--- src/rtl/usb_line_replay.sv ---
// usb_line_replay: buffers CH-bit D+/D- line samples and replays them onto the
// pads at a programmable rate. Playback is either one-shot (FIFO drain) or cyclic.
// Optional feature macro: USB_REPLAY_CNT_EN adds sample_cnt[15:0], the number of
// samples driven since the last accepted start.
//
// state | meaning
// ------+--------------------------------------------------------------
// IDLE  | not playing; line_out follows idle_val one cycle late, pads off
// PLAY  | one-shot: every tick pops the oldest entry onto line_out
// LOOP  | cyclic: every tick shows the next stored entry, nothing is popped
module usb_line_replay #(
  parameter int CH    = 2,
  parameter int DEPTH = 16,
  parameter int DIV_W = 8
) (
  input  logic                     clk48,
  input  logic                     rst_n,
  input  logic [CH-1:0]            s_data,
  input  logic                     s_valid,
  output logic                     s_ready,
  input  logic [DIV_W-1:0]         div,
  input  logic                     loop,
  input  logic                     start,
  input  logic                     stop,
  input  logic                     flush,
  input  logic [CH-1:0]            idle_val,
  output logic [CH-1:0]            line_out,
  output logic                     line_oe,
  output logic                     busy,
  output logic                     done,
`ifdef USB_REPLAY_CNT_EN
  output logic [15:0]              sample_cnt,
`endif
  output logic [$clog2(DEPTH):0]   level
);

  localparam int AW = $clog2(DEPTH);
  localparam int LW = AW + 1;

  typedef enum logic [1:0] {
    ST_IDLE = 2'd0,
    ST_PLAY = 2'd1,
    ST_LOOP = 2'd2
  } state_t;

  state_t             state_q;
  logic [CH-1:0]      mem_q [DEPTH];
  logic [AW-1:0]      wr_ptr_q;
  logic [AW-1:0]      rd_ptr_q;
  logic [AW-1:0]      off_q;
  logic [LW-1:0]      level_q;
  logic [DIV_W-1:0]   div_q;
  logic [DIV_W-1:0]   cnt_q;
  logic [CH-1:0]      line_out_q;
  logic               line_oe_q;
  logic               done_q;

  logic               flush_en;
  logic               push_en;
  logic               start_ok;
  logic               tick;
  logic               pop_en;
  logic               drive_en;
  logic [AW-1:0]      loop_idx;
  logic [CH-1:0]      rd_data;
  logic [CH-1:0]      loop_data;
  logic [LW-1:0]      level_d;

  // Handshake, tick and pointer-side decode shared by the FSM and the buffer.
  always_comb begin
    flush_en  = flush && (state_q == ST_IDLE);
    s_ready   = (level_q != LW'(DEPTH)) && (state_q != ST_LOOP);
    push_en   = s_valid && s_ready && !flush_en;
    start_ok  = (state_q == ST_IDLE) && start && !stop && (level_q != '0);
    tick      = (state_q != ST_IDLE) && (cnt_q == '0) && !stop;
    pop_en    = (start_ok && !loop) ||
                ((state_q == ST_PLAY) && tick && (level_q != '0));
    // a sample reaches line_out on start and on every tick that has data
    drive_en  = start_ok || (tick && ((state_q == ST_LOOP) || (level_q != '0)));
    loop_idx  = rd_ptr_q + off_q;
    rd_data   = mem_q[rd_ptr_q];
    loop_data = mem_q[loop_idx];
    if (flush_en) begin
      level_d = '0;
    end else begin
      level_d = level_q + LW'(push_en) - LW'(pop_en);
    end
  end

  // Sample storage; contents need no reset since level gates every read.
  always_ff @(posedge clk48) begin
    if (push_en) begin
      mem_q[wr_ptr_q] <= s_data;
    end
  end

  // Playback FSM with registered pad outputs, pointers, level and rate divider.
  always_ff @(posedge clk48 or negedge rst_n) begin
    if (!rst_n) begin
      state_q    <= ST_IDLE;
      wr_ptr_q   <= '0;
      rd_ptr_q   <= '0;
      off_q      <= '0;
      level_q    <= '0;
      div_q      <= '0;
      cnt_q      <= '0;
      line_out_q <= '0;
      line_oe_q  <= 1'b0;
      done_q     <= 1'b0;
    end else begin
      done_q  <= 1'b0;
      level_q <= level_d;
      if (flush_en) begin
        wr_ptr_q <= '0;
        rd_ptr_q <= '0;
      end else begin
        if (push_en) wr_ptr_q <= wr_ptr_q + AW'(1);
        if (pop_en)  rd_ptr_q <= rd_ptr_q + AW'(1);
      end

      case (state_q)
        ST_IDLE: begin
          line_oe_q  <= 1'b0;
          line_out_q <= idle_val;
          if (start_ok) begin
            // first sample goes out the cycle after start; div is frozen here
            div_q      <= div;
            cnt_q      <= div;
            line_oe_q  <= 1'b1;
            line_out_q <= rd_data;
            if (loop) begin
              state_q <= ST_LOOP;
              off_q   <= (level_q == LW'(1)) ? AW'(0) : AW'(1);
            end else begin
              state_q <= ST_PLAY;
            end
          end
        end

        ST_PLAY: begin
          if (stop) begin
            state_q    <= ST_IDLE;
            line_oe_q  <= 1'b0;
            line_out_q <= idle_val;
          end else if (cnt_q == '0) begin
            cnt_q <= div_q;
            if (level_q == '0) begin
              // pads stay on for the done cycle and drop on the next one
              state_q <= ST_IDLE;
              done_q  <= 1'b1;
            end else begin
              line_out_q <= rd_data;
            end
          end else begin
            cnt_q <= cnt_q - DIV_W'(1);
          end
        end

        ST_LOOP: begin
          if (stop) begin
            state_q    <= ST_IDLE;
            line_oe_q  <= 1'b0;
            line_out_q <= idle_val;
          end else if (cnt_q == '0) begin
            cnt_q      <= div_q;
            line_out_q <= loop_data;
            off_q      <= ((LW'(off_q) + LW'(1)) == level_q) ? AW'(0) : off_q + AW'(1);
          end else begin
            cnt_q <= cnt_q - DIV_W'(1);
          end
        end

        default: begin
          state_q   <= ST_IDLE;
          line_oe_q <= 1'b0;
        end
      endcase
    end
  end

`ifdef USB_REPLAY_CNT_EN
  logic [15:0] sample_cnt_q;

  // Counts driven samples; start clears it and its own first sample counts as one.
  always_ff @(posedge clk48 or negedge rst_n) begin
    if (!rst_n) begin
      sample_cnt_q <= '0;
    end else if (start_ok) begin
      sample_cnt_q <= 16'd1;
    end else if (drive_en && (state_q != ST_IDLE) && (sample_cnt_q != 16'hFFFF)) begin
      sample_cnt_q <= sample_cnt_q + 16'd1;
    end
  end

  assign sample_cnt = sample_cnt_q;
`else
  logic unused_drive;
  assign unused_drive = drive_en;
`endif

  assign line_out = line_out_q;
  assign line_oe  = line_oe_q;
  assign busy     = (state_q != ST_IDLE);
  assign done     = done_q;
  assign level    = level_q;

endmodule

--- config.mk ---
export PLATFORM = sky130hd
export DESIGN_NAME = usb_line_replay
export DESIGN_NICKNAME = d
export VERILOG_FILES = /design/src/rtl/usb_line_replay.sv
export SDC_FILE = /design/constraint.sdc
export NUM_CORES = 1
export LEC_CHECK = 0
export CAP_MARGIN = 20
export CORE_ASPECT_RATIO = 1.1
export CORE_MARGIN = 4
export CORE_UTILIZATION = 40
export DETAILED_ROUTE_END_ITERATION = 10
export PLACE_DENSITY = 0.65
export SLEW_MARGIN = 15
export SYNTH_ARGS = -nofsm -noshare
export SYNTH_HDL_FRONTEND = slang
export SYNTH_SLANG_ARGS = --single-unit
export TNS_END_PERCENT = 5
--- constraint.sdc ---
create_clock -name clk48 -period 6.7 [get_ports clk48]
set_clock_uncertainty 0.2 [all_clocks]
set_input_delay 1.675 -clock clk48 [delete_from_list [all_inputs] [get_ports clk48]]
set_output_delay 1.675 -clock clk48 [all_outputs]
set_load 0.05 [all_outputs]
* Yosys cells after proc, flatten, opt, wreduce, memory -nomap -nowiden
Memory sizes are Yosys's and may differ from the RTL's.
Index checks and enable logic that the tools add are counted.
** Operators by class
- Add/subtract/negate cells :: 8
- Reductions and logical operators :: 32
- Equality and inequality tests :: 17
- Multiplexer cells :: 39
** Operators by type and width (count)
- 2-to-1 mux 4 bit :: 9
- 2-to-1 mux 2 bit :: 12
- 2-to-1 mux 8 bit :: 3
- case mux 8 bit (2 select lines) :: 1
- != test 2 bit (second input constant) :: 7
- adder 4 x 1 -> 4 bit (second input constant) :: 3
- logical AND 1 bit :: 12
- case mux 2 bit (3 select lines) :: 2
- nonzero test 2 bit :: 5
- 2-to-1 mux 1 bit :: 9
- != test 3 bit (second input constant) :: 3
- zero test 8 bit :: 1
- case mux 4 bit (2 select lines) :: 1
- AND reduction 4 bit :: 2
- subtractor 8 x 1 -> 8 bit (second input constant) :: 1
- adder 4 x 1 -> 5 bit (second input constant) :: 1
- adder 5 x 1 -> 5 bit :: 1
- == test 5 x 1 -> 1 bit (second input constant) :: 1
- == test 5 bit :: 1
- zero test 5 bit :: 1
- 2-to-1 mux 5 bit :: 1
- != test 5 bit (second input constant) :: 1
- AND reduction 5 bit :: 1
- nonzero test 5 bit :: 1
- 14 further kinds :: 16
** Storage, ports and cells
- Memories :: 1
- Word-level logic and storage cells :: 107
- Output and inout bits :: 11
- Bits in writable memories :: 32
- Register bits :: 39
** Memory list
- mem_q :: words 16, width 2, read ports 2, clocked after Yosys merged registers in 0, wr ports 1, RTL line 47 : logic [CH-1:0] mem_q [DEPTH];

* Depth between registers and ports, before layout
- Depth in word-level cells :: 8
- Mapped depth :: 17

* Worst setup path after synthesis
OpenSTA, ideal clock, no wires.
- Kind :: input -> register
- Start point :: input port stop
- End point :: register level_q[4] (netlist: level[4])
- Data arrival time :: 3770 ps
- Path buffers :: 1
- Required time :: 6422 ps
- Slack :: 2652 ps
- Stages :: 15
- Cell sequence :: clkbuf_1 -> nor2b_1 -> nand2_1 -> o32a_1 -> inv_1 -> ha_1 -> inv_1 -> ha_1 -> inv_1 -> fa_1 -> inv_1 -> a21oi_1 -> nor2_1 -> or3_1 -> a21oi_1
** On the way
- Cells in the longest elaborated chain, start to end :: 7
- Elaborated cells between the ends (all ways) :: 10
- Those cells by class :: 1 x add/sub; 1 x mux; 8 x reduce/logical
** Ends and longest elaborated chain
- from (decl) :: RTL line 24 : input logic stop,
- zero test 1 bit (*) :: RTL line 74, 75
- logical AND 1 bit (on tied branches) :: RTL line 74, 75
- logical AND 1 bit (on tied branches) :: RTL line 74, 77
- logical AND 1 bit (on tied branches) :: RTL line 76, 77
- logical OR 1 bit (*) :: RTL line 76 : pop_en = (start_ok && !loop) ||
- subtractor 5 x 1 -> 5 bit (*) :: RTL line 86 : level_d = level_q + LW'(push_en) - LW'(pop_en);
- 2-to-1 mux 5 bit (*) :: RTL line 83 : if (flush_en) begin
- named net level_d[4] :: RTL line 67 : logic [LW-1:0] level_d;
- to (signal assigned) :: RTL line 112 : level_q <= level_d;
- to (decl) :: RTL line 51 : logic [LW-1:0] level_q;
The timed path passes the listed nets; every way through them passes the cells marked *.
A chain may end at the register's enable or synchronous reset.

* Worst setup path after layout
Same ends and word-level chain as after synthesis.

==> results.md <==
* Status: completed
* Critical Path Start: stop
* Vias in the first global route at 3035
* Postcts setup bufs at 0
* Chip Height at 117 um
* Final Hold Viols at 0
* Number of cell rows at 39
* Fin nets at 443
* Largest net degree at the start of global routing at 40
* Total wire length at 9280 um
* Worst Path Arrival at 4.61 ns
* Resized Gates After CTS at 0
* CTS tree: yes
* DR pass1 iterations at 4
* Seq/Total Area, Yosys at 44.8%
* Total GRT Usage at 15.9%
* TritonCTS buffer count at 9
* Flop2flop setup slack at 2.99 ns
* First-pass GRT wire length at 15500 um
* WS Path Type: in2reg
* Critical Path Source Type: input port
* Crit Path Max Fanout at 12
* Vias/cell at 5.56
* Via Count at 3052
* Number of diodes at 0
* # setup viols final at 0
* Post-Syn Instances at 376
* # DRC at 0
* Leak pwr at 1.99 nW
* Cts hold-fix bufs at 0
* MaxCap Viol Count at 0
* Main synth FF type: dfrtp_1
* # clock sinks at 71
* Final antenna-violating net count at 0
* Critical register-to-register path startpoint: rd_ptr_q[0]
* Post-layout min period at 4.61 ns
* Antenna violations before repair at 0
* Clk slew on worst S/H paths at 0.06 ns
* HPWL Detailed at 6710 um
* Max Buffers Root-to-Sink at 2
* Grt ovf at 0
* Clk root buf: clkbuf_16
* Initial core utilization at 41.2%
* CTS H-Tree Depth at 3
* Core outline area at 10500 um2
* Yosys warns at 0
* Gpl congestion at 0.776
* Die Wd at 107 um
* Initial DRC count at 163
* # IOs at 30
* Unique masters post-synth at 59
* Post-synth ARST share at 54.9%
* Buffers on Ports at 29
* Mapped Area at 4330 um2
* Worst R2R End: line_out[1]
* RSZ-0062 raised after global routing: no
* Setup TNS Final at 0 ns
* Tcrit/Tclk final at 68.9%
* Synth Register Bits at 71
* Pwr dens at 452 nW/um2
* Mean area per synthesized cell at 11.5 um2
* Slew Viols, Final at 0
* Peak VDD IR at 203 uV
* DR WL/cell at 16.9 um
* Worst setup EP type: register
* Die area at 12500 um2
* Post-synth EDFFs at 32
* Rel. slew slack at 38.6%
* Skew-Pair Late Insertion Delay at 0.34 ns
* Share of cells above drive strength 1 at 10.6%
* R2R depth at 8
* Fmax achieved at 217 MHz
* Total power at 2.28 mW
* Required time worst endpoint at 6.69 ns
* Worst setup path end: level[4]
* Post-synthesis net count at 418
* HP Class: reg2reg
* Area delta synth->final at 16.5%
* Worst slew pin tran at 0.921 ns
[registers in the layout, summed over array words and instances, names as in the netlist]
register	flops
mem_q	32
div_q	8
cnt_q	8
line_out	2
rd_ptr_q	4
done	1
level	5
off_q	4
line_oe	1
state_q	2
wr_ptr_q	4
[worst min-delay path by stage]
stage                start           to  slack, ns  cells after the start
2_1_floorplan     div_q[7]     div_q[7]       0.27                      1
3_3_place_gp      div_q[2]     div_q[2]       0.29                      1
3_5_place_dp   line_out[0]  line_out[0]       0.29                      2
4_1_cts        line_out[0]  line_out[0]       0.31                      2
5_1_grt           div_q[6]     div_q[6]       0.33                      1
6_report       line_out[0]  line_out[0]       0.30                      2
[final cells by class]
cell class                      count  area, um2
Clock buffer                        9        225
Clock inverter                      7       83.8
Fill cell                         935       5450
Inverter                           25       93.8
Multi-Input combinational cell    263       2220
Sequential cell                    71       1940
Tap cell                          143        179
Timing Repair Buffer               31        300
[metrics by stage]
stage	cells	setup WS, ns	instance area, um2	hold slack, ns	util, %
2_1_floorplan	376	2.65	4330	0.275	-
3_3_place_gp	532	1.90	4720	0.291	45.0
3_5_place_dp	532	1.77	4720	0.294	45.0
4_1_cts	548	2.12	5030	0.310	48.0
5_1_grt	549	1.83	5040	0.329	48.0
6_report	549	2.09	5040	0.301	48.0
[critical path, cell delays in order]
cell and delay (ns):
clkdlybuf4s50_1 0.60, nor2b_1 0.34, nand4_1 0.16, o32a_1 0.43, inv_1 0.10, ha_1 0.22
inv_1 0.06, ha_1 0.15, inv_1 0.06, fa_1 0.39, inv_1 0.07, a21oi_1 0.05
nor2_1 0.11, or3_1 0.12, a21oi_1 0.06
[Yosys cell counts, drive strengths merged (2+ instances only)]
cell	count	area, um2
a211o	2	17.5
o31a	2	17.5
inv	25	93.8
mux2	13	146
buf	5	28.8
a22oi	3	22.5
and2	4	25.0
a21oi	10	50.1
a21o	2	15.0
nand4	5	31.3
clkbuf	12	45.0
xor2	11	96.3
o21ai	15	75.1
nand2b	4	25.0
a221oi	2	17.5
nor3	7	40.0
mux2i	16	160
nand2	28	105
o31ai	4	30.0
o211ai	4	30.0
edfxtp	32	961
nor2b	7	43.8
a31oi	3	18.8
xnor2	5	43.8
fa	2	40.0
nor3b	6	50.1
nor4	4	25.0
dfrtp	39	976
nand3b	2	15.0
mux4	17	428
ha	21	263
nor2	29	109
and3	4	25.0
nand3	9	45.0
or3	3	18.8
[where the power goes]
group | switching [mW] | internal [mW] | total, mW
Combinational | 0.598 | 0.495 | 1.09
Sequential | 0.122 | 0.562 | 0.684
Clock | 0.206 | 0.295 | 0.501
[cells by family (layout without fill, tap and decap cells)]
| kind of cell | Yosys count | count (layout) | synth area share (%) |
|---|---|---|---|
| fa+ha+maj | 23 | 23 | 7.00 |
| flops | 71 | 71 | 44.8 |
| compound gates | 59 | 59 | 9.29 |
| simple gates | 118 | 118 | 14.3 |
| mux | 46 | 46 | 17.0 |
| xor+xnor | 17 | 17 | 3.76 |
| buf+inv | 42 | 72 | 3.88 |
[layer usage]
layer / track usage [%] / part of all wire, %
met4: 5.71 / 1.9
met2: 26.4 / 49
met3: 3.51 / 4.5
met5: 0 / 0
met1: 20.7 / 44
[cells in the final DEF, fill, tap and decap left out, drive strengths merged, types with 5 or more instances in the layout]
| cell | netlist | final |
|---|---|---|
| nand3 | 9 | 9 |
| nor2b | 7 | 7 |
| edfxtp | 32 | 32 |
| xor2 | 11 | 11 |
| inv | 25 | 29 |
| nand2 | 28 | 28 |
| a21oi | 10 | 10 |
| mux4 | 17 | 17 |
| nor2 | 29 | 29 |
| dfrtp | 39 | 39 |
| xnor2 | 5 | 5 |
| ha | 21 | 21 |
| clkbuf | 12 | 9 |
| o21ai | 15 | 15 |
| nor3 | 7 | 7 |
| nor3b | 6 | 6 |
| clkdlybuf4s50 | 0 | 28 |
| mux2 | 13 | 13 |
| mux2i | 16 | 16 |
| nand4 | 5 | 5 |
Power figures use the tool's default switching activity.
